<file path="src/rtl/key_stim_gen.sv">
// key_stim_gen - emulated active-low push-button source.
//
// On an accepted start, drives key_out through a press/release waveform
// with optional contact bounce on each edge and a programmable hold time.
// Intended for loopback self-test of a key debounce path.
//
// Ports:
//   clk        system clock, rising edge
//   rst        asynchronous active-low reset
//   start      request one press sequence (only honoured while idle)
//   hold_len   cycles the key stays low (0 is treated as 1), latched at start
//   bounce_n   glitch pairs per edge (0 = clean edges), latched at start
//   key_out    emulated key line, idle high, pressed low
//   busy       high in every state except IDLE
//   done       one-cycle pulse in the final (released) cycle of a sequence
//   press_cnt  number of completed sequences, wraps
module key_stim_gen #(
  parameter int BW  = 2,   // cycles per bounce half-phase, >= 1
  parameter int CW  = 16,  // hold-length width
  parameter int PCW = 8    // completed-press counter width
) (
  input  logic           clk,
  input  logic           rst,
  input  logic           start,
  input  logic [CW-1:0]  hold_len,
  input  logic [3:0]     bounce_n,
  output logic           key_out,
  output logic           busy,
  output logic           done,
  output logic [PCW-1:0] press_cnt
);

  typedef enum logic [2:0] {IDLE, PRESS_B, HOLD, REL_B, DONE} state_t;

  localparam int PHW = (BW > 1) ? $clog2(BW) : 1;
  localparam logic [PHW-1:0] PH_LAST = PHW'(BW - 1);

  state_t         state_q, state_d;
  logic [PHW-1:0] ph_q, ph_d;          // cycle within current bounce half-phase
  logic [4:0]     half_q, half_d;      // bounce half-phases still to come
  logic [CW-1:0]  hcnt_q, hcnt_d;      // hold cycles remaining minus one
  logic [CW-1:0]  hold_lat_q, hold_lat_d;
  logic [3:0]     bn_q, bn_d;
  logic           key_q, key_d;
  logic           busy_q, busy_d;
  logic           done_q, done_d;
  logic [PCW-1:0] press_q, press_d;

  // Hold length is stored minus one so that a zero request collapses to one cycle.
  logic [CW-1:0] hold_m1;
  assign hold_m1 = (hold_len == '0) ? '0 : hold_len - CW'(1);

  // key_d is always the line level for the cycle that follows the edge,
  // so the output stays a plain register.
  always_comb begin
    state_d    = state_q;
    ph_d       = ph_q;
    half_d     = half_q;
    hcnt_d     = hcnt_q;
    hold_lat_d = hold_lat_q;
    bn_d       = bn_q;
    key_d      = key_q;
    done_d     = 1'b0;
    press_d    = press_q;

    case (state_q)
      IDLE: begin
        key_d = 1'b1;
        if (start) begin
          bn_d       = bounce_n;
          hold_lat_d = hold_m1;
          key_d      = 1'b0;
          if (bounce_n != 4'd0) begin
            state_d = PRESS_B;
            ph_d    = '0;
            half_d  = {bounce_n, 1'b0} - 5'd1;
          end else begin
            state_d = HOLD;
            hcnt_d  = hold_m1;
          end
        end
      end

      PRESS_B: begin
        if (ph_q == PH_LAST) begin
          ph_d = '0;
          if (half_q == 5'd0) begin
            state_d = HOLD;
            hcnt_d  = hold_lat_q;
            key_d   = 1'b0;
          end else begin
            half_d = half_q - 5'd1;
            key_d  = ~key_q;
          end
        end else begin
          ph_d = ph_q + PHW'(1);
        end
      end

      HOLD: begin
        if (hcnt_q == '0) begin
          key_d = 1'b1;
          if (bn_q != 4'd0) begin
            state_d = REL_B;
            ph_d    = '0;
            half_d  = {bn_q, 1'b0} - 5'd1;
          end else begin
            state_d = DONE;
            done_d  = 1'b1;
            press_d = press_q + PCW'(1);
          end
        end else begin
          hcnt_d = hcnt_q - CW'(1);
        end
      end

      REL_B: begin
        if (ph_q == PH_LAST) begin
          ph_d = '0;
          if (half_q == 5'd0) begin
            state_d = DONE;
            key_d   = 1'b1;
            done_d  = 1'b1;
            press_d = press_q + PCW'(1);
          end else begin
            half_d = half_q - 5'd1;
            key_d  = ~key_q;
          end
        end else begin
          ph_d = ph_q + PHW'(1);
        end
      end

      DONE: begin
        state_d = IDLE;
        key_d   = 1'b1;
      end

      default: begin
        state_d = IDLE;
        key_d   = 1'b1;
      end
    endcase

    busy_d = (state_d != IDLE);
  end

  always_ff @(posedge clk or negedge rst) begin
    if (!rst) begin
      state_q    <= IDLE;
      ph_q       <= '0;
      half_q     <= '0;
      hcnt_q     <= '0;
      hold_lat_q <= '0;
      bn_q       <= '0;
      key_q      <= 1'b1;
      busy_q     <= 1'b0;
      done_q     <= 1'b0;
      press_q    <= '0;
    end else begin
      state_q    <= state_d;
      ph_q       <= ph_d;
      half_q     <= half_d;
      hcnt_q     <= hcnt_d;
      hold_lat_q <= hold_lat_d;
      bn_q       <= bn_d;
      key_q      <= key_d;
      busy_q     <= busy_d;
      done_q     <= done_d;
      press_q    <= press_d;
    end
  end

  assign key_out   = key_q;
  assign busy      = busy_q;
  assign done      = done_q;
  assign press_cnt = press_q;

endmodule

</file>
<file path="config.mk">
export PLATFORM = sky130hd
export DESIGN_NAME = key_stim_gen
export DESIGN_NICKNAME = d
export VERILOG_FILES = /design/src/rtl/key_stim_gen.sv
export SDC_FILE = /design/constraint.sdc
export NUM_CORES = 1
export LEC_CHECK = 0
export BUFFER_PORTS_ARGS = -buffer_cell sky130_fd_sc_hd__buf_2
export CORE_ASPECT_RATIO = 2
export CORE_UTILIZATION = 55
export CTS_CLUSTER_DIAMETER = 120
export DETAILED_ROUTE_END_ITERATION = 10
export GPL_TIMING_DRIVEN = 0
export PLACE_DENSITY_LB_ADDON = 0.08
export SLEW_MARGIN = 0
export SYNTH_ARGS = -nofsm -noshare
export SYNTH_HDL_FRONTEND = slang
export SYNTH_SLANG_ARGS = --single-unit
</file>
<file path="constraint.sdc">
create_clock -name clk -period 2.5 [get_ports clk]
set_input_delay 0.5 -clock clk [delete_from_list [all_inputs] [get_ports clk]]
set_output_delay 0.5 -clock clk [all_outputs]
set_load 0.01 [all_outputs]
</file>
==> results.md <==
* Status: complete, no violations
* F_max at 418.4 MHz
* CTS root buffer: clkbuf_16
* Post-Route Skew at 0.006751 ns
* Primary FF master, synth: dfrtp_1
* Fin cells at 490
* DR vias/cell at 6.188
* Antenna cell count at 0
* Arrival time at the worst endpoint at 2.58 ns
* Worst setup SP type: register
* Leading area contributor after synthesis: dfrtp_1
* Max H-tree Level at 2
* Worst VDD drop at 0.0005103 V
* Synth top area share at 0.3943
* Final Setup Violations at 0
* Hold Crit Class: input pin to async pin
* Worst path required time at 2.69 ns
* Net Count, Synth at 397
* Period utilization at 0.9561
* Die Width at 58.34 um
* Cell Rows at 40
* Crit Path Max Fanout at 9
* Leak at 1.657 nW
* Worst-path clk slew at 0.07 ns
* DR WL/cell at 18.48 um
* Initial drt markers at 199
* GP Congestion at 0.8754
* Post-Place Cells at 482
* Worst reg-to-reg setup slack at 0.11 ns
* Relative max-transition margin at 0.4708
* DRC viols at 0
* PwrDens at 1155 nW/um^2
* Layout cell share with drive strength beyond 1 at 0.1798
* Synthesized cell area at 3491 um^2
* YS warnings at 0
* Min cycle time layout at 2.390 ns
* CP Capture Type: register
* Core box area at 6056 um^2
* Pwr Total at 4.593 mW
* CTS Buf Count at 5
* Post-synthesis register bit count at 56
* CTS tree: built
* Final hold violation count at 0
* Number of buffers added on ports at 33
* Avg Inst Size Synth at 9.564 um^2
* Vias in the first global route at 3015
* Post-synth EDFFs at 0
* Sequential area share after synthesis at 0.4018
* Slew Viols, Final at 0
* Clk Latency, worst-skew pair at 0.30 ns
* Tightest Pin Transition at 0.7866 ns
* Synth cell types at 60
* Gr ovfl total at 0
* Clk sinks at 56
* Dpl hpwl at 6669 um
* Total number of vias at 3032
* Bufs on Longest Clock Path at 2
* Initial antenna violation count at 0
* Area grow syn2layout at 13.87%
* Async SR Flop Fraction at 1.000
* Largest cells by area after synthesis: dfrtp_1 (39%), xnor2_1 (5.3%), ha_1 (3.2%)
* Global-route wire length before repair at 14440 um
* Syn Inst Count at 365
* GRT Total Usage at 0.2887
* Chip Height at 114.7 um
* RSZ-0062 raised after global routing: no
* WS Path Type: register to register
* Initial Util at 0.5764
* Hold slack at 0.2304 ns
* Core Util, Final at 0.6564
* MaxCap Viol Count at 0
* DIE AREA at 6689 um^2
* Final WL at 9056 um
* Maximum number of pins on one net before global-route repair at 57
* Top Ports at 34
* Antenna violation net count after detailed routing at 0
* Layout Nets at 437
* DR pass1 iterations at 5
stage by stage:
step	setup TNS [ns]	cell area, um^2	worst slack [ns]
2_1_floorplan	0	3491	0.1137
3_3_place_gp	-2.611	3761	-0.3242
3_5_place_dp	-3.389	3761	-0.3666
4_1_cts	0	3951	0.04074
5_1_grt	0	3975	0.001994
6_report	0	3975	0.1098
kinds of logic (layout without fill, tap and decap cells):
group	Yosys count	after routing	synth area share
AO/OA/AOI/OAI	94	94	0.1936
XOR/XNOR	31	31	0.07778
adder cells (fa/ha/maj)	9	9	0.03226
buffers and inverters	32	73	0.03620
flip-flops	56	56	0.4018
multiplexers	13	13	0.04229
AND/OR/NAND/NOR	130	130	0.2161
synth_stat cells (5+ instances only):
library cell  count
a21oi_1          11
a222oi_1          6
a22o_1           10
buf_2             5
clkbuf_1         13
dfrtp_1          55
ha_1              9
inv_1            14
mux2_1            6
nand2_1          27
nand2b_1          6
nand3_1           8
nand4_1           7
nor2_1           24
nor3_1           18
nor4_1            5
o21ai_0          17
o221ai_1          5
o22ai_1           6
o2bb2ai_1         5
o31ai_1           7
xnor2_1          21
xor2_1           10
worst paths after layout:
path	endpoint	from	cells after the start
worst max register to register	half_q[2]	hcnt_q[4]	6
max in group asynchronous	bn_q[2]	rst	1
worst min register to register	hold_lat_q[15]	hold_lat_q[15]	2
worst min-delay path	half_q[1]	rst	1
min in group clk	hold_lat_q[0]	hold_len[0]	2
worst max-delay path	half_q[2]	hcnt_q[4]	6
layer usage:
layer  vias up  routed length, um  global-route usage
li1       1456                  -                   -
met1      1441               3308              0.2853
met2       115               5137              0.5640
met3        20                357             0.03955
met4         0                252              0.1302
met5         -                  0                   0
power by group:
group	leakage (nW)	total [mW]	switching, mW	internal [mW]
clock	0.0871	0.849	0.346	0.503
sequential	0.700	1.66	0.376	1.28
combinational	0.870	2.09	1.17	0.916
total	1.66	4.59	1.89	2.70
final cells by class:
type                       count  area [um^2]
tap                           84        105.1
inverter                      14        52.55
buffer                        18        80.08
clock buffer                   6        138.9
multi-input combinational    277         1989
fill                         534         2081
timing repair buffer          33        167.7
sequential                    56         1403
clock inverter                 2        38.79
placed cells by master, fill, tap and decap left out, types with 5 or more instances in the layout:
cell type,instances
dfrtp_1,55
buf_2,36
nand2_1,27
nor2_1,22
xnor2_1,21
o21ai_0,17
nor3_1,17
inv_1,14
a21oi_1,11
clkbuf_1,10
a22o_1,10
xor2_1,10
nand3_1,8
ha_1,8
nand4_1,7
o31ai_1,7
nand2b_1,6
o22ai_1,6
a222oi_1,6
mux2_1,6
nor4_1,5
o2bb2ai_1,5
o221ai_1,5
clkbuf_16,5
critical path, stage by stage, from the launching register on:
cell and delay [ns]:
dfrtp_1 0.50, nor4_4 0.50, and4_1 0.31, a21oi_2 0.12, or3_1 0.37, buf_2 0.17, mux2_4 0.30
timing repair:
item                                    in CTS  in global routing
setup buffers                                0                  0
gates resized for setup                      3                 10
hold buffers                                 0                  0
endpoints found under the setup margin       9                 24
pin swaps                                    0                  1
flip-flops by register name (all words and copies together) (netlist names):
name,cells
key_out,1
state_q,3
ph_q,1
bn_q,4
busy,1
done,1
half_q,5
hcnt_q,16
press_cnt,8
hold_lat_q,16
No activity file was read; power rests on OpenSTA's default activity.
